### config.mk
export PLATFORM = sky130hd
export DESIGN_NAME = byte_unstrip
export DESIGN_NICKNAME = d
export VERILOG_FILES = /design/src/rtl/byte_unstrip_pkg.sv /design/src/rtl/byte_unstrip_lane_group_fifo.sv /design/src/rtl/byte_unstrip.sv
export SDC_FILE = /design/constraint.sdc
export NUM_CORES = 1
export LEC_CHECK = 0
export CAP_MARGIN = 20
export CORE_ASPECT_RATIO = 1.4
export CORE_UTILIZATION = 49
export DETAILED_ROUTE_END_ITERATION = 8
export PLACE_DENSITY_LB_ADDON = 0.12
export SETUP_SLACK_MARGIN = 0.1
export SLEW_MARGIN = 25
export SYNTH_ARGS = -nofsm -noshare
export SYNTH_HDL_FRONTEND = slang
export SYNTH_HIERARCHICAL = 1
export SYNTH_SLANG_ARGS = --single-unit
### constraint.sdc
create_clock -name CLK -period 2.9 [get_ports CLK]
set_input_delay 0.29 -clock CLK [delete_from_list [all_inputs] [get_ports CLK]]
set_output_delay 0.29 -clock CLK [all_outputs]
set_load 0.05 [all_outputs]
### src/rtl/byte_unstrip_pkg.sv
// Shared symbol constants and framing FSM types for the striping / unstriping pair.
package byte_unstrip_pkg;

  localparam int LANES = 4;

  // Control symbol codes (carried with DK=0)
  localparam logic [7:0] STP = 8'hFB;
  localparam logic [7:0] SDP = 8'h5C;
  localparam logic [7:0] END = 8'hFD;
  localparam logic [7:0] EDB = 8'hFE;
  localparam logic [7:0] COM = 8'hBC;
  localparam logic [7:0] SKP = 8'h1C;
  localparam logic [7:0] IDL = 8'h7C;

  typedef enum logic {
    IDLE = 1'b0,
    PKT  = 1'b1
  } frame_state_t;

endpackage

### src/rtl/byte_unstrip_lane_group_fifo.sv
// Group buffer: DEPTH entries of one packed four-lane group each.
module lane_group_fifo #(
  parameter int WIDTH = 36,
  parameter int DEPTH = 2,
  localparam int AW = (DEPTH > 1) ? $clog2(DEPTH) : 1
) (
  input  logic             clk,
  input  logic             rst,
  input  logic             wr_en,
  input  logic [WIDTH-1:0] wr_data,
  input  logic             rd_en,
  output logic [WIDTH-1:0] rd_data,
  output logic             full,
  output logic             empty
);

  logic [WIDTH-1:0] mem [DEPTH];
  logic [AW-1:0]    wr_ptr, rd_ptr;
  logic [AW:0]      count;
  logic             do_wr, do_rd;

  assign full    = (count == (AW+1)'(DEPTH));
  assign empty   = (count == '0);
  assign do_wr   = wr_en && !full;
  assign do_rd   = rd_en && !empty;
  assign rd_data = mem[rd_ptr];

  // Storage write; contents need no reset since empty masks the read side
  always_ff @(posedge clk) begin
    if (do_wr) mem[wr_ptr] <= wr_data;
  end

  // Pointers wrap naturally because DEPTH is a power of two
  always_ff @(posedge clk or posedge rst) begin
    if (rst) begin
      wr_ptr <= '0;
      rd_ptr <= '0;
      count  <= '0;
    end else begin
      if (do_wr) wr_ptr <= wr_ptr + AW'(1);
      if (do_rd) rd_ptr <= rd_ptr + AW'(1);
      case ({do_wr, do_rd})
        2'b10:   count <= count + (AW+1)'(1);
        2'b01:   count <= count - (AW+1)'(1);
        default: count <= count;
      endcase
    end
  end

endmodule

### src/rtl/byte_unstrip.sv
// Four-lane to byte-stream unstriper with inline packet framing checker.
module byte_unstrip
  import byte_unstrip_pkg::*;
#(
  parameter int BITS  = 8,
  parameter int DEPTH = 2
) (
  input  logic            CLK,
  input  logic            RESET,
  input  logic [BITS-1:0] LANE0,
  input  logic [BITS-1:0] LANE1,
  input  logic [BITS-1:0] LANE2,
  input  logic [BITS-1:0] LANE3,
  input  logic            DK_0,
  input  logic            DK_1,
  input  logic            DK_2,
  input  logic            DK_3,
  input  logic            IN_VALID,
  output logic            IN_READY,
  output logic [BITS-1:0] D,
  output logic            DK,
  output logic            OUT_VALID,
  input  logic            OUT_READY,
  output logic            PKT_ACTIVE,
  output logic            ERR_FRAME,
  output logic [7:0]      ERR_COUNT
);

  localparam int SW = BITS + 1;
  localparam int GW = LANES * SW;

  logic [GW-1:0] wr_grp, head_grp;
  logic [SW-1:0] slot [LANES];
  logic [SW-1:0] sym;
  logic [1:0]    lane;
  logic          full, empty;
  logic          push, xfer, pop;
  logic          is_start, is_end, is_frm;
  logic          frame_err;
  frame_state_t  state, state_nxt;

  // Lane 0 sits in the low slot; each slot is {kind, symbol}
  assign wr_grp = {DK_3, LANE3, DK_2, LANE2, DK_1, LANE1, DK_0, LANE0};

  assign IN_READY  = !full;
  assign OUT_VALID = !empty;
  assign push      = IN_VALID && IN_READY;
  assign xfer      = OUT_VALID && OUT_READY;
  assign pop       = xfer && (lane == 2'd3);

  lane_group_fifo #(.WIDTH(GW), .DEPTH(DEPTH)) u_fifo (
    .clk     (CLK),
    .rst     (RESET),
    .wr_en   (push),
    .wr_data (wr_grp),
    .rd_en   (pop),
    .rd_data (head_grp),
    .full    (full),
    .empty   (empty)
  );

  for (genvar i = 0; i < LANES; i++) begin : g_slot
    assign slot[i] = head_grp[i*SW +: SW];
  end

  assign sym = slot[lane];
  // Idle output is a blank data byte so nothing downstream sees a stray control
  assign D   = OUT_VALID ? sym[BITS-1:0] : '0;
  assign DK  = OUT_VALID ? sym[BITS]     : 1'b1;

  // Lane index walks the head group and wraps as the group is popped
  always_ff @(posedge CLK or posedge RESET) begin
    if (RESET)     lane <= 2'd0;
    else if (xfer) lane <= lane + 2'd1;
  end

  assign is_start = (D == BITS'(STP)) || (D == BITS'(SDP));
  assign is_end   = (D == BITS'(END)) || (D == BITS'(EDB));
  assign is_frm   = is_start || is_end;

  // Framing decision for the byte transferring this cycle; any violation resyncs to IDLE
  always_comb begin
    state_nxt = state;
    frame_err = 1'b0;
    if (xfer && is_frm) begin
      if (DK) begin
        frame_err = 1'b1;
      end else if (is_start) begin
        if (state == IDLE && lane == 2'd0) state_nxt = PKT;
        else                               frame_err = 1'b1;
      end else begin
        if (state == PKT && lane == 2'd3) state_nxt = IDLE;
        else                              frame_err = 1'b1;
      end
      if (frame_err) state_nxt = IDLE;
    end
  end

  // Framing state, error pulse and saturating error count
  always_ff @(posedge CLK or posedge RESET) begin
    if (RESET) begin
      state     <= IDLE;
      ERR_FRAME <= 1'b0;
      ERR_COUNT <= 8'd0;
    end else begin
      state     <= state_nxt;
      ERR_FRAME <= frame_err;
      if (frame_err && ERR_COUNT != 8'hFF) ERR_COUNT <= ERR_COUNT + 8'd1;
    end
  end

  assign PKT_ACTIVE = (state == PKT);

endmodule

==> results.py, run 1 <==
metrics = {
    "sta": {
        "setup_tns_ns": 0,
        "worst_pin_slew_ns": 0.582,
        "grt_setup_unrepaired": "yes",
        "fin_skew_ns": 0.00458,
        "fmax_ghz": 0.357,
        "fin_crit_ns": 2.80,
        "slew_viol_final": 0,
        "setup_viol": 0,
        "hold_viol": 0,
        "period_share": 0.965,
        "slew_headroom": 0.612,
    },
    "power_and_ir_drop": {
        "p_leak_nw": 1.97,
        "p_per_area_nw_per_um2": 1070,
        "peakVddDrop_v": 0.000831,
        "finalPower_w": 0.00540,
    },
    "synthesis": {
        "yosysWarnings": 6,
        "synth-edff-count": 72,
        "synthCells": 231,
        "yosysSeqAreaShare": 0.641,
        "syn_avg_cell_area_sq_um": 17.3,
        "synth_cell_type_count": 42,
        "ys_ff_latch": 88,
        "async_reset_ff_frac": 0.182,
        "ys.flop_type": "edfxtp_1",
        "syn_area_sq_um": 4000,
        "synth_nets": 275,
    },
    "grt": {
        "gr-total-overflow": 0,
        "antenna_found_initial": 0,
        "use_met3": 0.0301,
        "grt_pass1_vias": 2286,
        "grt_pass1_wl_um": 11100,
        "busiest_layer": "met2",
        "grt_max_degree": 37,
        "grt_usage": 0.181,
        "met1_usage": 0.200,
        "grtUsageMet2": 0.325,
    },
    "die": {
        "start_util": 0.510,
        "design.die.area_sq_um": 8530,
        "io_pins": 61,
        "coreArea_sq_um": 7850,
        "rows": 38,
        "die_x_um": 78.3,
        "die_height_um": 109,
    },
    "cts": {
        "h-tree-depth": 3,
        "cts.sinks": 88,
        "cts_buffer_depth": 2,
        "ctsHoldBuffers": 0,
        "clockRootBuffer": "clkbuf_8",
        "cts_tree": "done",
        "clock_latency_ns": 0.36,
        "clk_pin_slew_worst_paths_ns": 0.08,
        "cts_buffers": 9,
    },
    "setup_path": {
        "path_class": "reg2reg",
        "crit_fanout": 8,
        "crit_arrival_ns": 3.09,
        "required_ns": 3.19,
        "cp-end-kind": "flop",
        "start_kind": "flop",
    },
    "cells_and_area": {
        "nNetsFinal": 359,
        "fillers": 587,
        "drive_above_1_share": 0.334,
        "n_antenna_cell": 0,
        "final_cells": 420,
        "area_delta_synth_final_pct": 26.0,
        "final_util": 0.642,
    },
    "detailed_routing": {
        "num_vias": 2171,
        "wl_um": 6910,
        "avgViaCountPerCell": 5.17,
        "routedWlPerCell_um": 16.5,
        "first_iter_violations": 84,
        "dr.pass1.iters": 4,
        "drc": 0,
        "ant_nets": 0,
    },
    "min_path": {
        "min_path_type": "in2async",
    },
    "run": {
        "cap_violations": 0,
    },
    "placement": {
        "io_buffers": 60,
        "place.gp.congestion": 0.755,
        "placedCellCount": 396,
        "dpl.hpwl_um": 4610,
    },
    "run_status": {
        "outcome": "finished, final reports clean",
    },
}
stage by stage:
step           hold slack (ns)  instance area [sq um]  worst slack, ns
4_1_cts                  0.129                   4960           0.0669
5_1_grt                  0.165                   5040           0.0216
6_report                 0.134                   5040            0.100
3_3_place_gp             0.487                   4720          0.00744
3_5_place_dp             0.488                   4720          -0.0217
2_1_floorplan           0.0561                   4000           0.0818
worst paths after layout:
check                                start              end  slack, ns  cells past startpoint
setup / recovery             u_fifo/rd_ptr       PKT_ACTIVE       0.10                     10
hold / removal                       RESET  u_fifo/count[1]       0.13                      2
setup reg to reg             u_fifo/rd_ptr       PKT_ACTIVE       0.10                     10
hold reg to reg            u_fifo/count[1]  u_fifo/count[1]       0.50                      1
max in group asynchronous            RESET          lane[1]       2.30                      2
min in group CLK           u_fifo/count[1]  u_fifo/count[1]       0.50                      1
flip-flops by register name, indices dropped and copies added, names as in the netlist:
name           count
PKT_ACTIVE         1
ERR_FRAME          1
ERR_COUNT          8
u_fifo/mem        72
u_fifo/count       2
u_fifo/wr_ptr      1
u_fifo/rd_ptr      1
lane               2
worst max-delay path: stages (launching register included):
cell and delay, ns:
dfrtp_2 0.42, buf_6 0.14, buf_12 0.13, mux2_4 0.29, mux4_2 0.50, and2_4 0.16, or3b_4 0.37, o22ai_4 0.16
nand2_2 0.07, or4_1 0.39, o21ai_1 0.08
cell usage after synthesis (2+ instances only):
cell type,number,share of area
edfxtp_1,72,0.54
mux2_4,30,0.11
dfrtp_1,16,0.10
mux2_2,11,0.031
nor2_1,11,0.010
inv_1,9,0.0085
and2_1,7,0.011
xor2_1,7,0.015
nand2_1,6,0.0056
nand3_1,6,0.0075
xnor2_1,6,0.013
ha_1,4,0.013
mux4_1,4,0.026
nor2b_1,4,0.0063
buf_12,3,0.015
mux4_2,3,0.017
nor3_1,3,0.0038
buf_2,2,0.0025
buf_6,2,0.0056
nand2b_1,2,0.0031
nand3b_1,2,0.0038
area by class of cell:
cell class	instances	area (sq um)	area share
clock buffers	10	128	0.0253
clock inverters	6	60.1	0.0119
inverters	9	33.8	0.00670
multi-input cells	127	1380	0.273
flip-flops and latches	88	2560	0.509
well taps	100	125	0.0248
repair buffers	80	752	0.149
logic make-up (layout without fill, tap and decap cells):
group / Yosys count / in the layout / share of synthesized area
flops: 88 / 88 / 0.641
mux: 49 / 49 / 0.189
simple gates: 49 / 49 / 0.0667
buf+inv: 16 / 105 / 0.0316
xor+xnor: 13 / 13 / 0.0285
compound gates: 12 / 12 / 0.0304
fa+ha+maj: 4 / 4 / 0.0125
layer usage:
layer | share of wire | vias up | wire length (um)
met5 | 0 | - | 0
met3 | 0.028 | 12 | 195
li1 | - | 1039 | -
met1 | 0.43 | 1067 | 2950
met2 | 0.52 | 53 | 3590
met4 | 0.025 | 0 | 176
power breakdown:
group          internal [W]  switching [W]  leakage, nW
registers           0.00171       0.000159        0.873
logic               0.00128        0.00145         1.01
clock network      0.000394       0.000411       0.0953
repair_timing:
item / CTS / global route
setup endpoints to repair: 11 / 11
hold endpoints to repair: 0 / 0
pin swaps: 3 / 3
buffers inserted: 6 / 3
gates resized for setup: 2 / 14
placed cells by master (no fill, tap or decap), types with 3 or more instances in the layout:
master,n
inv_1,9
mux2_2,10
xor2_1,7
nand3_1,5
nand2_1,6
nor2b_1,4
buf_4,25
ha_1,4
nor2_1,10
clkbuf_8,9
mux2_4,31
buf_6,3
xnor2_1,4
mux4_2,5
dfrtp_1,15
and2_1,6
clkdlybuf4s50_1,51
edfxtp_1,72
Note: power is estimated with default switching activity, not from simulation.
==> run 2: changes to the inputs <==
REMOVE_ABC_BUFFERS = 1   (was not set)
==> run 2 against run 1 <==
Combinational power about the same. Count of clock-buffer cells in the layout unchanged. Non-clock buffer count increased by 4. Maximum frequency increased by 1.7%. Utilization increased by 0.41 points. Cell count increased by 0.95%. Die area unchanged. Critical path depth unchanged. Clock skew increased by 0.0046 ns. Total power decreased by 0.97%.
==> results.py, run 2 (synthesis results as in run 1) <==
metrics = {
    "run_status": {
        "outcome": "finished, final reports clean",
    },
    "power_and_ir_drop": {
        "p_per_area_nw_per_um2": 1060,
        "switching_share": 0.367,
        "peakVddDrop_v": 0.000632,
        "power.share.sequential": 0.345,
        "internal_power_w": 0.00339,
        "p_switching_w": 0.00196,
        "p_leak_nw": 2.01,
        "clockPowerShare": 0.149,
        "p_comb_frac": 0.506,
    },
    "detailed_routing": {
        "num_vias": 2190,
        "avgViaCountPerCell": 5.17,
        "first_iter_violations": 96,
        "routedWlPerCell_um": 15.8,
        "dr.pass1.iters": 4,
        "wl_um": 6700,
        "drc": 0,
        "ant_nets": 0,
    },
    "die": {
        "die_x_um": 78.3,
        "start_util": 0.510,
        "design.die.area_sq_um": 8530,
        "die_height_um": 109,
        "rows": 38,
        "io_pins": 61,
        "coreArea_sq_um": 7850,
    },
    "grt": {
        "antenna_found_initial": 0,
        "grt_usage": 0.176,
        "grt_max_degree": 37,
        "grt_pass1_wl_um": 10800,
        "gr-total-overflow": 0,
        "grt_pass1_vias": 2199,
    },
    "cells_and_area": {
        "drive_above_1_share": 0.333,
        "nNetsFinal": 363,
        "area_delta_synth_final_pct": 26.9,
        "largest_reg_flops": 72,
        "final_common_cell": "edfxtp_1",
        "n_antenna_cell": 0,
        "final_cell_mix": "edfxtp_1 (72), clkdlybuf4s50_1 (51), mux2_4 (31)",
        "top_register": "u_fifo/mem",
        "design_area_sq_um": 5070,
        "final_util": 0.646,
        "top_regs": "u_fifo/mem: 72 flops, ERR_COUNT: 8 flops",
    },
    "cts": {
        "clk_pin_slew_worst_paths_ns": 0.08,
        "clock_latency_ns": 0.36,
        "cts_buffers": 9,
        "cts.sinks": 88,
        "clockRootBuffer": "clkbuf_8",
        "h-tree-depth": 3,
        "cts_tree": "done",
        "cts_buffer_depth": 2,
    },
    "setup_path": {
        "required_ns": 3.18,
        "cp-end-kind": "flop",
        "crit_fanout": 4,
        "path_class": "reg2reg",
        "crit_arrival_ns": 3.04,
        "reg2regPathDepth": 10,
        "start_kind": "flop",
    },
    "sta": {
        "hold_viol": 0,
        "whs_ns": 0.151,
        "fin_skew_ns": 0.00922,
        "fin_crit_ns": 2.75,
        "setup_tns_ns": 0,
        "slew_headroom": 0.639,
        "fmax_ghz": 0.363,
        "period_share": 0.949,
        "setup_viol": 0,
        "grt_setup_unrepaired": "yes",
        "worst_pin_slew_ns": 0.544,
        "slew_viol_final": 0,
    },
    "placement": {
        "place_area_sq_um": 4750,
        "io_buffers": 60,
        "dpl.hpwl_um": 4730,
        "place.gp.congestion": 0.855,
    },
    "min_path": {
        "min_path_type": "in2async",
    },
    "run": {
        "cap_violations": 0,
    },
}
==> run 2: cell type report <==
type	count	area (sq um)
Clock buffer	10	128
Clock inverter	6	60.1
Fill cell	566	2770
Inverter	9	33.8
Multi-Input combinational cell	127	1370
Sequential cell	88	2560
Tap cell	100	125
Timing Repair Buffer	84	793
==> run 2: per-layer routing <==
metal | routed length, um | track usage | up-vias
li1 | - | - | 1045
met1 | 2720 | 0.207 | 1066
met2 | 3480 | 0.303 | 65
met3 | 313 | 0.0452 | 14
met4 | 190 | 0.0794 | 0
met5 | 0 | 0 | -
==> run 2: power by group through the flow <==
stage	clock [W]	combinational [W]	sequential, W
floorplan	0	0.00170	0.00199
global placement	0	0.00256	0.00189
detailed placement	0	0.00257	0.00191
CTS	0.000825	0.00267	0.00185
global route	0.000876	0.00289	0.00187
finish	0.000798	0.00271	0.00185
==> run 2: worst paths after layout <==
path	slack, ns	end	startpoint
min	0.15	u_fifo/wr_ptr	RESET
max	0.15	PKT_ACTIVE	u_fifo/rd_ptr
max reg2reg	0.15	PKT_ACTIVE	u_fifo/rd_ptr
max in group asynchronous	2.33	PKT_ACTIVE	RESET
min in group CLK	0.51	u_fifo/count[1]	u_fifo/count[1]
min reg2reg	0.51	u_fifo/count[1]	u_fifo/count[1]
==> run 2: metrics by stage <==
step	cells	worst slack, ns	power [W]
4_1_cts	421	0.0931	0.00534
2_1_floorplan	224	-0.882	0.00369
3_3_place_gp	401	-0.000892	0.00445
5_1_grt	424	0.0604	0.00564
6_report	424	0.148	0.00535
3_5_place_dp	401	-0.0203	0.00448
==> run 2: timing repair <==
action / CTS / global route
pin swaps: 0 / 8
setup endpoints to repair: 16 / 10
buffers inserted: 4 / 3
gates cloned: 0 / 0
gates resized for setup: 11 / 14
hold buffers: 0 / 0
==> run 2: critical path: stages (launching register included) <==
cell and delay [ns]:
dfrtp_2 0.42, buf_6 0.14, buf_4 0.15, mux2_4 0.28
mux2_4 0.27, a22o_4 0.26, or3b_4 0.41, o22ai_4 0.20
nand2_2 0.08, or4_4 0.42, o21ai_2 0.06
